File: src/rtl/instruction_decoder_if.sv
// Decoder bus: the fetched instruction going in, and the decoded
// register-file / ALU controls coming out.
interface instruction_decoder_if;
  logic [7:0] instruction;
  logic [2:0] read_reg1;
  logic [2:0] read_reg2;
  logic [2:0] write_reg;
  logic [7:0] write_data;
  logic [3:0] operation;
  logic       write_enable;
  logic       reg_write;

  // Fetch side: drives the instruction and observes the decode.
  modport master (
    output instruction,
    input  read_reg1, read_reg2, write_reg, write_data,
    input  operation, write_enable, reg_write
  );

  // Decoder side: consumes the instruction and produces the controls.
  modport slave (
    input  instruction,
    output read_reg1, read_reg2, write_reg, write_data,
    output operation, write_enable, reg_write
  );
endinterface

File: src/rtl/instruction_decoder.sv
// Registered instruction decoder for the 8-bit CPU.
// Instruction layout: [7:4] opcode, [3:2] field A, [1:0] field B.
// Every output comes from a flop, so decode latency is one cycle and
// there is no combinational path from instruction to outputs.
module instruction_decoder (
  input  logic                  clk,
  input  logic                  rst,
  instruction_decoder_if.slave  bus
);

  typedef struct packed {
    logic [2:0] rr1;
    logic [2:0] rr2;
    logic [2:0] wr;
    logic [7:0] wd;
    logic [3:0] op;
    logic       we;
    logic       rw;
  } dec_t;

  dec_t       dec_d, dec_q;
  logic [3:0] opcode;
  logic [2:0] fld_a, fld_b;

  assign opcode = bus.instruction[7:4];
  assign fld_a  = {1'b0, bus.instruction[3:2]};
  assign fld_b  = {1'b0, bus.instruction[1:0]};

  // Decode the opcode; the all-zero default covers NOP and reserved opcodes.
  always_comb begin
    dec_d = '0;
    case (opcode)
      4'h1, 4'h2, 4'h3, 4'h4, 4'h5: begin
        // two-operand ALU ops, destination is the first source
        dec_d.rr1 = fld_a;
        dec_d.rr2 = fld_b;
        dec_d.wr  = fld_a;
        dec_d.we  = 1'b1;
        dec_d.rw  = 1'b1;
        case (opcode)
          4'h1:    dec_d.op = 4'b0000;
          4'h2:    dec_d.op = 4'b0001;
          4'h3:    dec_d.op = 4'b0010;
          4'h4:    dec_d.op = 4'b0011;
          default: dec_d.op = 4'b0100;
        endcase
      end
      4'h6, 4'h7, 4'h8: begin
        // single-operand ALU ops leave port 2 idle
        dec_d.rr1 = fld_a;
        dec_d.wr  = fld_a;
        dec_d.we  = 1'b1;
        dec_d.rw  = 1'b1;
        case (opcode)
          4'h6:    dec_d.op = 4'b0101;
          4'h7:    dec_d.op = 4'b0110;
          default: dec_d.op = 4'b0111;
        endcase
      end
      4'h9: begin
        // MOV A <- B: source comes from field B through ALU pass-A
        dec_d.rr1 = fld_b;
        dec_d.wr  = fld_a;
        dec_d.op  = 4'b1000;
        dec_d.we  = 1'b1;
        dec_d.rw  = 1'b1;
      end
      4'hA: begin
        // LDI: 2-bit immediate written back directly, ALU result unused
        dec_d.wr  = fld_a;
        dec_d.wd  = {6'b0, bus.instruction[1:0]};
        dec_d.op  = 4'b1111;
        dec_d.we  = 1'b1;
        dec_d.rw  = 1'b0;
      end
      default: dec_d = '0;
    endcase
  end

  // Output register; reset wins over decode.
  always_ff @(posedge clk) begin
    if (rst) dec_q <= '0;
    else     dec_q <= dec_d;
  end

  assign bus.read_reg1    = dec_q.rr1;
  assign bus.read_reg2    = dec_q.rr2;
  assign bus.write_reg    = dec_q.wr;
  assign bus.write_data   = dec_q.wd;
  assign bus.operation    = dec_q.op;
  assign bus.write_enable = dec_q.we;
  assign bus.reg_write    = dec_q.rw;

endmodule

File: src/flat_wrapper.sv
// flat-port wrapper written by rule: the top's interface ports become plain ports
module instruction_decoder_flat 
  (clk, rst, bus_instruction, bus_read_reg1, bus_read_reg2, bus_write_reg, bus_write_data, bus_operation, bus_write_enable, bus_reg_write);
  instruction_decoder_if bus_i ();
  input  logic clk;
  input  logic rst;
  input wire logic [$bits(bus_i.instruction)-1:0] bus_instruction;
  output wire logic [$bits(bus_i.read_reg1)-1:0] bus_read_reg1;
  output wire logic [$bits(bus_i.read_reg2)-1:0] bus_read_reg2;
  output wire logic [$bits(bus_i.write_reg)-1:0] bus_write_reg;
  output wire logic [$bits(bus_i.write_data)-1:0] bus_write_data;
  output wire logic [$bits(bus_i.operation)-1:0] bus_operation;
  output wire logic [$bits(bus_i.write_enable)-1:0] bus_write_enable;
  output wire logic [$bits(bus_i.reg_write)-1:0] bus_reg_write;
  assign bus_i.instruction = bus_instruction;
  assign bus_read_reg1 = bus_i.read_reg1;
  assign bus_read_reg2 = bus_i.read_reg2;
  assign bus_write_reg = bus_i.write_reg;
  assign bus_write_data = bus_i.write_data;
  assign bus_operation = bus_i.operation;
  assign bus_write_enable = bus_i.write_enable;
  assign bus_reg_write = bus_i.reg_write;
  instruction_decoder u_core (.clk(clk), .rst(rst), .bus(bus_i));
endmodule
File: config.mk
export PLATFORM = sky130hd
export DESIGN_NAME = instruction_decoder_flat
export DESIGN_NICKNAME = d
export VERILOG_FILES = /design/src/rtl/instruction_decoder_if.sv /design/src/rtl/instruction_decoder.sv /design/src/flat_wrapper.sv
export SDC_FILE = /design/constraint.sdc
export NUM_CORES = 1
export LEC_CHECK = 0
export ABC_AREA = 0
export ABC_CLOCK_PERIOD_IN_PS = 1600
export CORE_MARGIN = 2
export CORE_UTILIZATION = 42
export CTS_BUF_LIST = sky130_fd_sc_hd__clkbuf_4
export DETAILED_ROUTE_END_ITERATION = 12
export GPL_TIMING_DRIVEN = 0
export PLACE_DENSITY = 0.92
export SYNTH_ARGS = -nofsm -noshare
export SYNTH_HDL_FRONTEND = slang
export SYNTH_SLANG_ARGS = --single-unit
File: constraint.sdc
create_clock -name clk -period 1.6 [get_ports clk]
set_input_delay 0.16 -clock clk [delete_from_list [all_inputs] [get_ports clk]]
set_output_delay 0.16 -clock clk [all_outputs]
set_load 0.005 [all_outputs]
==> results by group <==
Run status
  • Outcome: finished clean

Synthesis
  • Top cell type's share of synthesized area: 45.6%
  • Top post-synthesis cells by area: dfxtp_1, buf_4, and3_1
  • Synthesized area: 614 µm²
  • Post-synth EDFFs: 0
  • Yosys top cell by area: dfxtp_1
  • Syn Area/Cell: 9.60 µm²
  • Async S/R FF share, synth: 0%
  • Seq/Total Area, Yosys: 45.6%
  • Synth cell types: 26
  • Mapped Cells: 64
  • Predominant post-synthesis flop cell: dfxtp_1
  • Yosys warns: 0
  • Number of synthesized register bits: 14

Global routing
  • Tot GR Track Use: 15.2%
  • Initial antenna violation count: 0
  • First-pass GRT wire length: 2040 µm
  • GRT Residual Overflow: 0
  • Largest net degree at the start of global routing: 11
  • Vias in the first global route: 474

Die
  • Ports: 33
  • Initial Util: 46.1%
  • Core ar.: 1330 µm²
  • # rows: 13
  • Die Wd: 42.2 µm
  • Total die area: 1780 µm²
  • Chip Height: 42.2 µm

Pwr
  • Sw Ratio: 24.0%
  • P_int: 535 µW
  • Leak pwr: 0.000416 µW
  • Pwr/cell area: 774 nW/µm²
  • Clock network power share: 28.3%
  • Sequential share of power: 52.3%
  • Combinational power share: 19.4%
  • VDD IR max: 0.000438 V
  • P_sw: 169 µW

Final layout
  • Layout Utilization: 68.2%
  • Post-route cell area: 910 µm²
  • Share of post-route cells with drive strength above 1: 18.4%
  • Area growth syn-to-layout: 48.1%
  • Largest register FFs: 4
  • Nets@finish: 109
  • Fillers: 111
  • Finished Layout Cells: 113
  • N_diodes: 0

Placement
  • DP Area: 883 µm²
  • Hpwl dp: 1020 µm
  • Placed Instances: 109
  • Routability Congestion: 0.741
  • Place WS: -0.0137 ns
  • Port bufs: 22

Timing
  • Fmax: 747 MHz
  • Fin crit share: 83.7%
  • Setup WS post-layout: 0.261 ns
  • Final Hold Fails: 0
  • Final Hold Slack: 0.175 ns
  • Crit path time final: 1.34 ns
  • RSZ-0062 raised after global routing: false
  • Final slew viol count: 0
  • Final setup vio count: 0

Worst setup path
  • CP max stage delay: 0.46 ns
  • Critical Path Fanout Max: 10
  • Crit path kind: in -> reg
  • Worst EP required: 1.77 ns
  • CP delay by family, top: buffers and inverters
  • Worst EP arrival: 1.51 ns
  • Crit. End Element: register
  • Worst-path cell chain: clkdlybuf4s50_1 > buf_2 > or3_1 > a41o_1
  • Startpoint class of the critical path: input pin
  • Levels on crit path: 4
  • Buf/Inv on CP: 2
  • Slowest stage cell on the critical path: clkdlybuf4s50_1

CTS
  • Clock Path Buffers: 2
  • CTS resizes: 0
  • H-tree depth: 1
  • Root Buffer: clkbuf_4
  • Hold buffer count at CTS: 0
  • CTS buffer count: 3
  • Total setup buffers inserted after CTS: 0
  • CTS sink cnt: 14
  • Worst-path clk slew: 0.08 ns
  • CTS tree: built

Min path
  • Hold path cells: 2
  • Hold Path Class: in -> reg

Detailed routing
  • Drt via density: 4.89
  • Drt first pass iters: 4
  • ANT nets after route: 0
  • Number of DRC markers in iteration 0: 6
  • Vias: 553
  • DRT Wirelength: 1310 µm
  • Remaining routing DRC violations: 0
  • WL per Instance: 11.6 µm

Job
  • Max Cap Viol: 0
## through the flow
stage	total power [µW]	TNS (ns)
floorplan	445	0
global placement	508	0
detailed placement	512	-0.0145
CTS	707	0
global route	738	0
finish	704	0
## cell usage after synthesis (all sizes together) (2+ instances only)
| library cell | number |
|---|---|
| dfxtp | 14 |
| buf | 13 |
| and3 | 4 |
| nor2 | 4 |
| nor3 | 4 |
| and2 | 3 |
| a211oi | 2 |
| a21oi | 2 |
| a41o | 2 |
| inv | 2 |
| mux2i | 2 |
## power by group through the flow
stage          logic, µW  clock network, µW  registers (µW)
6_report             136                199             368
2_1_floorplan       65.4                  0             379
5_1_grt              148                220             370
3_5_place_dp         135                  0             377
4_1_cts              135                203             369
3_3_place_gp         132                  0             376
## kinds of logic (layout without fill, tap and decap cells)
group / Yosys count / in the layout / share of synthesized area [%]
AND/OR/NAND/NOR: 21 / 21 / 20.8
buffers and inverters: 15 / 41 / 15.5
flip-flops: 14 / 14 / 45.6
AO/OA/AOI/OAI: 10 / 10 / 12.8
multiplexers: 2 / 2 / 3.26
other: 1 / 9 / 0.610
XOR/XNOR: 1 / 1 / 1.43
## final timing paths
kind / from / end / slack [ns]
max: bus_instruction[4] / u_core.bus.read_reg1[0] / 0.26
min: rst / u_core.bus.operation[2] / 0.18
## routing by layer
| layer | up-vias | GRT usage [%] | wire (µm) |
|---|---|---|---|
| met5 | - | 0 | 0 |
| met4 | 0 | 6.25 | 0 |
| met3 | 0 | 5.60 | 114 |
| met2 | 27 | 26.5 | 644 |
| met1 | 255 | 16.4 | 550 |
| li1 | 271 | - | - |
## area by class of cell
cell class | count | area [µm²] | area share [%]
Clock buffer | 3 | 22.5 | 2.48
Clock inverter | 1 | 3.75 | 0.413
Tap cell | 15 | 18.8 | 2.06
Sequential cell | 14 | 280 | 30.8
Timing Repair Buffer | 22 | 220 | 24.2
Inverter | 2 | 7.51 | 0.825
Buffer | 13 | 87.6 | 9.63
Multi-Input combinational cell | 43 | 269 | 29.6
## placed cells by master (no fill, tap or decap), drive strengths merged, types with 2 or more instances in the layout
cell type / n
a41o: 2
clkdlybuf4s50: 22
a21oi: 2
and2: 3
dfxtp: 14
mux2i: 2
nor2: 4
nor3: 4
clkbuf: 3
buf: 13
and3: 4
inv: 2
conb: 9
a211oi: 2
Power figures use the tool's default switching activity.
==> patch, RTL diff (same settings) <==
Reset style: asynchronous (`rst`), changed in one clocked block.
--- a/src/rtl/instruction_decoder.sv
+++ b/src/rtl/instruction_decoder.sv
@@ -79,5 +79,5 @@
 
   // Output register; reset wins over decode.
-  always_ff @(posedge clk) begin
+  always_ff @(posedge clk or posedge rst) begin
     if (rst) dec_q <= '0;
     else     dec_q <= dec_d;
Behaviour: differs if rst is asserted again (counterexample within 4 cycles, from zero or initial values and one cycle with rst high); with rst held inactive, the same outputs for 10 cycles.
==> patch against the original RTL <==
  * Cell area up 7.4%
  * Via count stayed put
  * Routed wire length is 2.8% higher
  * Synthesized area increased by 11%
  * Critical path depth is 3 lower
  * Worst setup slack better by 0.061 ns
  * Non-clock buffer count up 1
  * Fmax increased by 4.8%
  * Power rose by 3.7%
  * Clock power decreased by 4%
  * Sequential cell count stayed put
  * Final cell count down 1.8%
  * Critical path type is now flop to output pin
  * Critical endpoint is now bus_write_enable
  * Largest power group unchanged
  * Highest routed layer is now met4
==> patch: results (changes against the original RTL) <==
The flow ran to the end, and the final reports show no timing, DRC or antenna violations. The run gives 2050 um (was 2040 um) as the first-pass GRT wire length. The run gives 51.2% (was 45.6%) as the register area share after synthesis.

For the static power due to leakage, the log shows 0.462 nW (was 0.416 nW). The sum of net half-perimeters after detailed placement was 1040 um (was 1020 um); the number of detailed-route iterations in the first pass was 4 (unchanged). The synthesized-area fraction occupied by xor and xnor cells works out to 1.28% (was 1.43%).

The number of diodes came out at 0 (unchanged). The run gives 1 (unchanged) as the total number of H-tree levels. The run gives 0.380 mV (was 0.438 mV) as the maximum resistive drop on vdd. The share of synthesized cell area in full adder, half adder and majority cells came out at 0% (unchanged). Data arrival time at the worst-slack endpoint: 1.12 ns (was 1.51 ns).

Post-synth top cells: 14 x sky130_fd_sc_hd__dfrtp_1, 10 x sky130_fd_sc_hd__buf_4, 4 x sky130_fd_sc_hd__buf_2 (was 14 x sky130_fd_sc_hd__dfxtp_1, 9 x sky130_fd_sc_hd__buf_4). Share of synthesized area spent on multiplexers: 2.93% (was 3.26%). The tools report the count of different cell masters after synthesis as 25 (was 26).

The post-synthesis compound-gate area fraction is 11.3% (was 12.8%), and the via count of the first global-routing pass is 482 (was 474). The post-detailed-route wirelength per cell was 12.1 um (was 11.6 um). The total clock buffers created by CTS was 3 (unchanged); the number of gates resized after cts was 0 (unchanged).

The standard cell with the maximum stage delay on the critical path was sky130_fd_sc_hd__clkdlybuf4s50_1 (unchanged). The number of setup buffers added after CTS was 0 (unchanged); the pin count of the biggest net entering global routing was 15 (was 11). The run gives 0.0647 ns (was -0.0137 ns) as the post-placement setup slack. The global placement routability congestion came out at 0.807 (was 0.741). The fraction of final layout cells with drive strength greater than 1 was 20.0% (was 18.4%); the global-route usage over all layers was 14.9% (was 15.2%). The critical-path maximum fanout works out to 1 (was 10).

The layout filler cell count is 123 (was 111). Synth area leaders: sky130_fd_sc_hd__dfrtp_1 51%, sky130_fd_sc_hd__buf_4 11%, sky130_fd_sc_hd__a211oi_1 3.3%, sky130_fd_sc_hd__buf_2 2.9%, sky130_fd_sc_hd__mux2i_1 2.9% (was sky130_fd_sc_hd__dfxtp_1 46%, sky130_fd_sc_hd__buf_4 11%, sky130_fd_sc_hd__and3_1 4.1%, sky130_fd_sc_hd__a41o_1 3.3%, sky130_fd_sc_hd__buf_2 3.3%). The clock-pin transition on the worst setup and hold timing paths was 0.08 ns (about the same); the net total in the final layout was 107 (was 109). The async set or reset register ratio after synthesis is 100% (was 0%). The stage delay of the slowest cell on the critical path works out to 0.50 ns (was 0.46 ns).
[patch: cell types whose count changed after synthesis, sizes merged, moves of 2 or more]
| cell | before | now |
|---|---|---|
| dfrtp | 0 | 14 |
| nor3 | 4 | 2 |
| and3 | 4 | 0 |
| nor2 | 4 | 2 |
| or3b | 0 | 2 |
| o32ai | 0 | 2 |
| nor4b | 0 | 2 |
| a41o | 2 | 0 |
| dfxtp | 14 | 0 |
[patch: path summary, 6_finish.rpt]
kind                                         start                 endpoint  slack (ns)  depth (start not counted)
min in group asynchronous                      rst  u_core.bus.read_reg2[1]        0.21                          2
max in group asynchronous                      rst  u_core.bus.write_enable        1.05                          2
worst max-delay path       u_core.bus.write_enable         bus_write_enable        0.32                          1
worst min-delay path            bus_instruction[7]  u_core.bus.read_reg1[0]        0.20                          2
[patch: metal layers]
| metal | global-route usage, % | wire length (um) | up-vias |
|---|---|---|---|
| li1 | - | - | 268 |
| met1 | 16.8 | 535 | 256 |
| met2 | 25.6 | 678 | 25 |
| met3 | 4.49 | 105 | 4 |
| met4 | 7.27 | 27 | 0 |
| met5 | 0 | 0 | - |
[patch: power breakdown]
group          internal, mW  leakage [nW]  switching (mW)
Sequential            0.375         0.178         0.00538
Clock                0.0872        0.0138           0.104
Combinational        0.0938         0.270          0.0653
[patch: stage by stage]
step                      utilization, %  instances  area, um^2
final                               64.1        111         977
after global routing                64.1        111         977
after CTS                           64.1        111         977
after detailed placement            62.6        108         955
after floorplan                        -         70         714
after global placement              62.6        108         955
[patch: final cells by class]
class                           count  share of cell area (%)
Sequential cell                    14                    35.9
Multi-Input combinational cell     39                    26.4
Timing Repair Buffer               22                    22.5
Buffer                             14                    9.73
Clock buffer                        3                    2.30
Tap cell                           16                    2.05
Inverter                            3                    1.15
